--- config.mk ---
export PLATFORM = sky130hd
export DESIGN_NAME = square_mac
export DESIGN_NICKNAME = d
export VERILOG_FILES = /design/src/rtl/square_pkg.sv /design/src/rtl/square_mac_pipe_mult.sv /design/src/rtl/square_mac.sv
export SDC_FILE = /design/constraint.sdc
export NUM_CORES = 1
export LEC_CHECK = 0
export ABC_AREA = 1
export CAP_MARGIN = 25
export CORE_MARGIN = 1.5
export CORE_UTILIZATION = 55
export CTS_CLUSTER_DIAMETER = 150
export DETAILED_ROUTE_END_ITERATION = 10
export DONT_BUFFER_PORTS = 1
export PLACE_DENSITY_LB_ADDON = 0.05
export SETUP_SLACK_MARGIN = 0.4
export SLEW_MARGIN = 10
export SYNTH_ARGS = -nofsm -noshare
export SYNTH_HDL_FRONTEND = slang
export SYNTH_SLANG_ARGS = --single-unit
--- constraint.sdc ---
create_clock -name clk_in -period 14.2 [get_ports clk_in]
set_input_delay 3.55 -clock clk_in [delete_from_list [all_inputs] [get_ports clk_in]]
set_output_delay 3.55 -clock clk_in [all_outputs]
set_load 0.01 [all_outputs]
--- src/rtl/square_pkg.sv ---
// Shared types and limits for the square_mac datapath.
package square_pkg;

  typedef enum logic [1:0] {
    MODE_SQ,
    MODE_MUL,
    MODE_ACC,
    MODE_ACC_CLR
  } mode_t;

  localparam int unsigned MAX_STAGES = 4;

endpackage

--- src/rtl/square_mac_pipe_mult.sv ---
// Unsigned WIDTH x WIDTH multiplier spread over STAGES registers, with the beat's
// valid bit and mode tag carried alongside so they emerge aligned with the product.
module pipe_mult
  import square_pkg::*;
#(
  parameter int unsigned WIDTH  = 16,
  parameter int unsigned STAGES = 2
) (
  input  logic               clk_in,
  input  logic               rst_in,
  input  logic               en_in,
  input  logic               valid_in,
  input  logic [WIDTH-1:0]   a_in,
  input  logic [WIDTH-1:0]   b_in,
  input  mode_t              tag_in,
  output logic [2*WIDTH-1:0] prod_out,
  output logic               valid_out,
  output mode_t              tag_out
);

  logic [2*WIDTH-1:0] prod_q [STAGES];
  mode_t              tag_q  [STAGES];
  logic [STAGES-1:0]  valid_q;

  always_ff @(posedge clk_in) begin
    if (rst_in) begin
      valid_q <= '0;
    end else if (en_in) begin
      valid_q[0] <= valid_in;
      for (int unsigned s = 1; s < STAGES; s++) begin
        valid_q[s] <= valid_q[s-1];
      end
    end
  end

  // Data registers carry no reset; only the valid bits qualify them.
  always_ff @(posedge clk_in) begin
    if (en_in) begin
      prod_q[0] <= (2*WIDTH)'(a_in) * (2*WIDTH)'(b_in);
      tag_q[0]  <= tag_in;
      for (int unsigned s = 1; s < STAGES; s++) begin
        prod_q[s] <= prod_q[s-1];
        tag_q[s]  <= tag_q[s-1];
      end
    end
  end

  assign prod_out  = prod_q[STAGES-1];
  assign valid_out = valid_q[STAGES-1];
  assign tag_out   = tag_q[STAGES-1];

endmodule

--- src/rtl/square_mac.sv ---
// Pipelined squarer/multiplier with saturating running accumulator and
// valid/ready handshakes on both sides; a downstream stall freezes every stage.
module square_mac
  import square_pkg::*;
#(
  parameter int unsigned WIDTH     = 16,
  parameter int unsigned STAGES    = 2,
  parameter int unsigned ACC_WIDTH = 2*WIDTH+8
) (
  input  logic                 clk_in,
  input  logic                 rst_in,
  input  logic                 valid_in,
  output logic                 ready_out,
  input  logic [WIDTH-1:0]     a_in,
  input  logic [WIDTH-1:0]     b_in,
  input  logic [1:0]           mode_in,
  output logic [ACC_WIDTH-1:0] result_out,
  output logic                 valid_out,
  input  logic                 ready_in,
  output logic                 overflow_out
);

  logic                 stall;
  logic                 accept;
  logic                 in_valid_q;
  logic [WIDTH-1:0]     a_q;
  logic [WIDTH-1:0]     b_q;
  mode_t                mode_q;
  logic                 m_valid;
  mode_t                m_tag;
  logic [2*WIDTH-1:0]   m_prod;
  logic [ACC_WIDTH-1:0] prod_ext;
  logic [ACC_WIDTH:0]   sum;
  logic [ACC_WIDTH-1:0] acc_q, acc_d;
  logic [ACC_WIDTH-1:0] res_q, res_d;
  logic                 ovf_q, ovf_d;
  logic                 vout_q, vout_d;

  assign stall     = vout_q && !ready_in;
  assign ready_out = !stall && !rst_in;
  assign accept    = valid_in && ready_out;

  always_ff @(posedge clk_in) begin
    if (rst_in) begin
      in_valid_q <= 1'b0;
    end else if (!stall) begin
      in_valid_q <= valid_in;
    end
  end

  // The multiplier always sees a*b; squaring modes feed a into both operands.
  always_ff @(posedge clk_in) begin
    if (accept) begin
      a_q    <= a_in;
      b_q    <= (mode_t'(mode_in) == MODE_MUL) ? b_in : a_in;
      mode_q <= mode_t'(mode_in);
    end
  end

  pipe_mult #(
    .WIDTH  (WIDTH),
    .STAGES (STAGES)
  ) u_pipe_mult (
    .clk_in    (clk_in),
    .rst_in    (rst_in),
    .en_in     (!stall),
    .valid_in  (in_valid_q),
    .a_in      (a_q),
    .b_in      (b_q),
    .tag_in    (mode_q),
    .prod_out  (m_prod),
    .valid_out (m_valid),
    .tag_out   (m_tag)
  );

  assign prod_ext = ACC_WIDTH'(m_prod);
  assign sum      = {1'b0, acc_q} + {1'b0, prod_ext};

  always_comb begin
    acc_d  = acc_q;
    ovf_d  = ovf_q;
    res_d  = res_q;
    vout_d = vout_q;
    if (!stall) begin
      vout_d = m_valid;
      if (m_valid) begin
        unique case (m_tag)
          MODE_SQ, MODE_MUL: res_d = prod_ext;
          MODE_ACC: begin
            if (sum[ACC_WIDTH]) begin
              acc_d = '1;
              ovf_d = 1'b1;
            end else begin
              acc_d = sum[ACC_WIDTH-1:0];
            end
            res_d = acc_d;
          end
          MODE_ACC_CLR: begin
            acc_d = prod_ext;
            ovf_d = 1'b0;
            res_d = prod_ext;
          end
        endcase
      end
    end
  end

  always_ff @(posedge clk_in) begin
    if (rst_in) begin
      acc_q  <= '0;
      ovf_q  <= 1'b0;
      res_q  <= '0;
      vout_q <= 1'b0;
    end else begin
      acc_q  <= acc_d;
      ovf_q  <= ovf_d;
      res_q  <= res_d;
      vout_q <= vout_d;
    end
  end

  assign result_out   = res_q;
  assign valid_out    = vout_q;
  assign overflow_out = ovf_q;

endmodule

==> run metrics, run 1 <==
Critical path buffers and inverters=0; worst-path fanout max=4; Max Slew Vio Count=0; I/O Pins=81; Clk Latency, worst-skew pair=0.46 ns; pin count of the biggest net entering global routing=84; via count=15100; post-synthesis register bit count=187; Layout area overhead=4.54%; Worst Tran Pin Value=0.826 ns; HP Class=register to register; Mapped Cells=2511; share of cells above drive strength 1=3.36%; setup violators final=0; Setup Total Neg Slack=0 ns; Tmin final=7.47 ns; Starting Density=56.1%; Setup Fix Bufs, Post-CTS=0; Rel. slew slack=44.9%; unrepaired setup endpoints after global routing=false; commonest non-fill, non-tap cell in the layout=nand2_1; Clock Path Buffers=2; FF-to-FF setup slack=7.87 ns; Fillers=3108; diode count=0; DR WL/cell=15.5 um; TritonRoute pass-1 iters=8; Core Region=0.0336 mm2; synth warn=0; Antenna Nets Post-Route=0; status=finished clean; critical path's top delay family=simple AND/OR/NAND/NOR gates; max incr delay on CP=0.22 ns; final wirelength=44800 um; GR Util All Layers=26.3%; hpwl dp=34500 um; syn nets=2880; Sinks on Clock Net=187; max-cap viol count=0; crit-path most repeated cell=nor2_1; vias per cell=5.21; Req. time, crit path=10.65 ns; Post-Synthesis Mean Instance Area=7.50 um2; IO buf count=0; slack of the critical path=6.73 ns; critical-path cell list=nor2_1 > nor2_1; dpl cells=2857; Seq/Total Area, Yosys=25.3%; crit end category=primary output; Crit-path slowest cell=nor2_1; Nets=2799; vias in the first global route=15100; Clock transition at path regs=0.08 ns; Max rail drop VDD=0.185 mV; Die ar.=0.0354 mm2; Fmax=134 MHz; CP startpoint kind=input port; DRT iter0 DRCs=1003; Layout Cells excl Fill=2891; CTS tree=done; number of remaining DRC errors=0; FP Rows=67; first-pass GRT wire length=74200 um; post-layout util=58.6%; Mapped Area=0.0188 mm2; commonest non-fill, non-tap cells in the layout=776 x nand2_1, 555 x inv_1, 195 x fa_1, 166 x a21oi_1, 136 x ha_1; CTS resizes=0; CP Class=input port to primary output; initial antenna violation count=0; leakage power=0.0103 uW; Data arrival, critical path=3.92 ns; Final GP Congestion=0.928; grt ovf=0; synth unique cells=43; final hold vios=0; Tcrit/Tclk final=52.6%; total power=3830 uW; total CTS buffers=17; worst slack, placed=6.74 ns; # hold bufs at CTS=0; H-tree depth=4; root buf cell=clkbuf_16; Die X-Extent=188 um; PD cells=195 mW/mm2; Die Ht=188 um; Setup Skew=0.0139 ns
path summary, 6_finish.rpt:
check / start / to / cells past startpoint
max: ready_in / ready_out / 2
min: u_pipe_mult.prod_q[0][7] / u_pipe_mult.prod_q[0][39] / 0
max reg2reg: a_q[10] / u_pipe_mult.prod_q[0][24] / 18
min reg2reg: u_pipe_mult.prod_q[0][7] / u_pipe_mult.prod_q[0][39] / 0
cells in the mapped netlist, drive strengths merged:
cell	number	share of area [%]
a21o	2	0.080
clkinv	1	0.020
a21boi	4	0.16
inv	564	11
nor2	88	1.8
nand4	14	0.46
nor3	7	0.21
edfxtp	102	16
nor3b	1	0.040
xor2	18	0.84
mux2	16	0.96
a211oi	1	0.040
o211a	1	0.053
nand2	781	16
xnor2	22	1.0
or2	2	0.066
a31oi	2	0.066
nand3b	9	0.36
clkbuf	98	2.0
o221a	1	0.060
o22ai	3	0.10
o31ai	1	0.040
dfxtp	85	9.0
a21oi	166	4.4
nor4	3	0.13
o21bai	4	0.16
o21ai	55	1.5
and2	2	0.066
o211ai	2	0.080
nand3	114	3.1
fa	195	21
buf	11	0.37
ha	136	9.0
cell type report:
class | instances | area (um2) | share of cell area [%]
inverter | 565 | 2120 | 10.8
clock buffer | 17 | 425 | 2.16
tap | 448 | 561 | 2.85
sequential | 187 | 4760 | 24.2
timing repair buffer | 9 | 87.6 | 0.445
multi-input combinational | 1650 | 11500 | 58.5
clock inverter | 15 | 210 | 1.07
sequential cells by signal (all words and copies together) (netlist names):
signal / cells
a_q: 16
acc_q: 40
mode_q: 2
b_q: 16
in_valid_q: 1
valid_out: 1
overflow_out: 1
u_pipe_mult.tag_q: 4
u_pipe_mult.prod_q: 64
u_pipe_mult.valid_q: 2
result_out: 40
stage by stage:
step	hold WS, ns	cell area, um2
floorplan	0.400	18800
global placement	0.401	19000
detailed placement	0.405	19000
CTS	0.422	19700
global route	0.421	19700
finish	0.421	19700
per-layer routing:
layer  part of all wire [%]  global-route usage (%)  vias to the layer above  routed length, um
met2                     49                    46.5                      379              22100
met4                    3.0                    9.82                        0               1350
met3                    4.0                    3.03                       77               1790
li1                       -                       -                     7429                  -
met1                     44                    33.0                     7166              19500
met5                      0                       0                        -                  0
power breakdown:
| group | leakage (uW) | switching [uW] | internal, uW |
|---|---|---|---|
| Combinational | 0.00831 | 1510 | 926 |
| Clock | 0.000307 | 259 | 259 |
| Sequential | 0.00173 | 80.3 | 798 |
cells by family (layout without fill, tap and decap cells):
family / count (synthesis) / count (layout) / share of synthesized area (%)
flops: 187 / 187 / 25.3
fa+ha+maj: 331 / 331 / 29.7
mux: 16 / 16 / 0.956
xor+xnor: 40 / 40 / 1.86
compound gates: 242 / 242 / 6.71
buf+inv: 674 / 606 / 13.6
simple gates: 1021 / 1021 / 21.9
Note: power is estimated with default switching activity, not from simulation.
==> inputs of run 2 (changes only) <==
clock period = 7.05 ns   (was 14.2 ns; I/O delays follow)
==> run 2 against run 1 <==
  * Design area fell by 0.15%
  * Largest power group unchanged
  * Global-route usage up 0.33 points
  * Non-clock buffer count rose by 1
==> run metrics, run 2 (synthesis gave the netlist of run 1 again) <==
Clock Path Buffers=2 (unchanged); leakage power=0.0103 uW (-0.13%); Antenna Nets Post-Route=0 (unchanged); DP Area=0.0191 mm2 (+0.21%); Clock transition at path regs=0.09 ns (about the same); H-tree depth=4 (unchanged); FP Rows=67 (unchanged); Die Ht=188 um (unchanged); CTS tree=done; setup violators final=0 (unchanged); Switching Share=48.4% (+0.17 points); power share of the clock group=12.8% (-0.7 points); Tcrit/Tclk final=89.6%; Req. time, crit path=7.27 ns (-3.38 ns); Reg with most FFs=u_pipe_mult.prod_q; Fillers=3139 (+1.0%); CP Class=register to register; Setup Total Neg Slack=0 ns (unchanged); Tmin final=6.32 ns; Data arrival, critical path=6.54 ns (+2.62 ns); Net Switching=3700 uW (+100%); total CTS buffers=17 (unchanged); post-layout util=58.5% (-0.086 points); Largest register FFs=64 (unchanged); root buf cell=clkbuf_16; commonest non-fill, non-tap cells in the layout=776 x nand2_1, 555 x inv_1, 195 x fa_1, 166 x a21oi_1, 136 x ha_1; final wirelength=45100 um (+0.66%); crit end category=register; grt ovf=0 (unchanged); HP Class=register to register; Max Slew Vio Count=0 (unchanged); Layout Cells excl Fill=2892 (+0.035%); CTS resizes=0 (unchanged); Comb pwr share=64.1% (+0.6 points); IO buf count=0 (unchanged); hpwl dp=35300 um (+2.3%); vias per cell=5.19 (-0.39%); Starting Density=56.1% (unchanged); Setup Skew=0.0174 ns (+0.00355 ns); diode count=0 (unchanged); share of cells above drive strength 1=3.36% (about the same); initial antenna violation count=0 (unchanged); # hold bufs at CTS=0 (unchanged); final non-filler cell area=0.0197 mm2 (-0.15%); number of remaining DRC errors=0 (unchanged); Fmax=158 MHz; unrepaired setup endpoints after global routing=false; dpl cells=2859 (+0.070%); Max rail drop VDD=0.316 mV (+71%); Clk Latency, worst-skew pair=0.46 ns (about the same); Die ar.=0.0354 mm2 (unchanged); CP startpoint kind=register; max-cap viol count=0 (unchanged); TritonRoute pass-1 iters=6 (-2); Setup Fix Bufs, Post-CTS=0 (unchanged); GR Util All Layers=26.6% (+0.33 points); Final GP Congestion=1.00 (+8.0%); final hold vios=0 (unchanged); commonest non-fill, non-tap cell in the layout=nand2_1; Rel. slew slack=36.4% (-8.6 points); first-pass GRT wire length=74800 um (+0.86%); PD cells=389 mW/mm2 (+100%); DRT iter0 DRCs=885 (-12%); Sinks on Clock Net=187 (unchanged); pin count of the biggest net entering global routing=84 (unchanged); internal power=3940 uW (+99%); Die X-Extent=188 um (unchanged); DR WL/cell=15.6 um (+0.62%); via count=15000 (-0.35%); I/O Pins=81 (unchanged); Layout area overhead=4.39%; status=finished clean; Worst Tran Pin Value=0.952 ns (+0.126 ns); Seq pwr share=23.0% (about the same); Core Region=0.0336 mm2 (unchanged); Nets=2800 (+0.036%); vias in the first global route=15100 (-0.16%); worst-path fanout max=16 (+12)
-- run 2: path summary, 6_finish.rpt --
| check | cells past startpoint | start | slack, ns | to |
|---|---|---|---|---|
| max | 20 | b_q[10] | 0.73 | u_pipe_mult.prod_q[0][29] |
| min | 0 | u_pipe_mult.prod_q[0][21] | 0.42 | u_pipe_mult.prod_q[0][53] |
| max reg2reg | 20 | b_q[10] | 0.73 | u_pipe_mult.prod_q[0][29] |
| min reg2reg | 0 | u_pipe_mult.prod_q[0][21] | 0.42 | u_pipe_mult.prod_q[0][53] |
-- run 2: cell type report --
class                   count  area (um2)  share of cell area [%]
clock buffers              18         429                    2.18
clock inverters            14         153                   0.776
inverters                 565        2120                    10.8
multi-input cells        1650       11500                    58.6
flip-flops and latches    187        4760                    24.2
well taps                 448         561                    2.85
repair buffers             10         108                   0.547
-- run 2: power by group through the flow --
| stage | registers [uW] | logic, uW | clock network (uW) |
|---|---|---|---|
| after floorplan | 1690 | 3860 | 0 |
| after global placement | 1780 | 4810 | 0 |
| after detailed placement | 1780 | 4840 | 0 |
| after CTS | 1760 | 4890 | 1000 |
| after global routing | 1780 | 5660 | 1040 |
| final | 1760 | 4900 | 981 |
-- run 2: per-stage QoR --
| step | setup slack (ns) | power, uW | hold WS (ns) |
|---|---|---|---|
| final | 0.730 | 7640 | 0.421 |
| after detailed placement | 0.847 | 6630 | 0.405 |
| after global routing | 0.468 | 8480 | 0.428 |
| after floorplan | 1.43 | 5550 | 0.400 |
| after CTS | 0.821 | 7650 | 0.422 |
| after global placement | 0.884 | 6580 | 0.400 |
-- run 2: metal layers --
metal | global-route usage (%) | up-vias | part of all wire [%]
li1 | - | 7422 | -
met1 | 33.8 | 7087 | 44
met2 | 46.4 | 407 | 49
met3 | 3.35 | 82 | 4.7
met4 | 9.91 | 0 | 3.1
met5 | 0 | - | 0
-- run 2: critical path: stages, from the launching register on --
cell and delay (ns):
edfxtp_1 0.80, nand2_1 0.19, fa_1 0.59, inv_1 0.07
fa_1 0.55, fa_1 0.44, fa_1 0.46, fa_1 0.48
inv_1 0.05, fa_1 0.47, inv_1 0.04, ha_1 0.34
a21oi_1 0.25, o21ai_0 0.16, a21oi_1 0.41, nand3_1 0.28
a21o_1 0.25, nand2_1 0.09, nand2_1 0.05, nand2_1 0.06
nand2_1 0.04
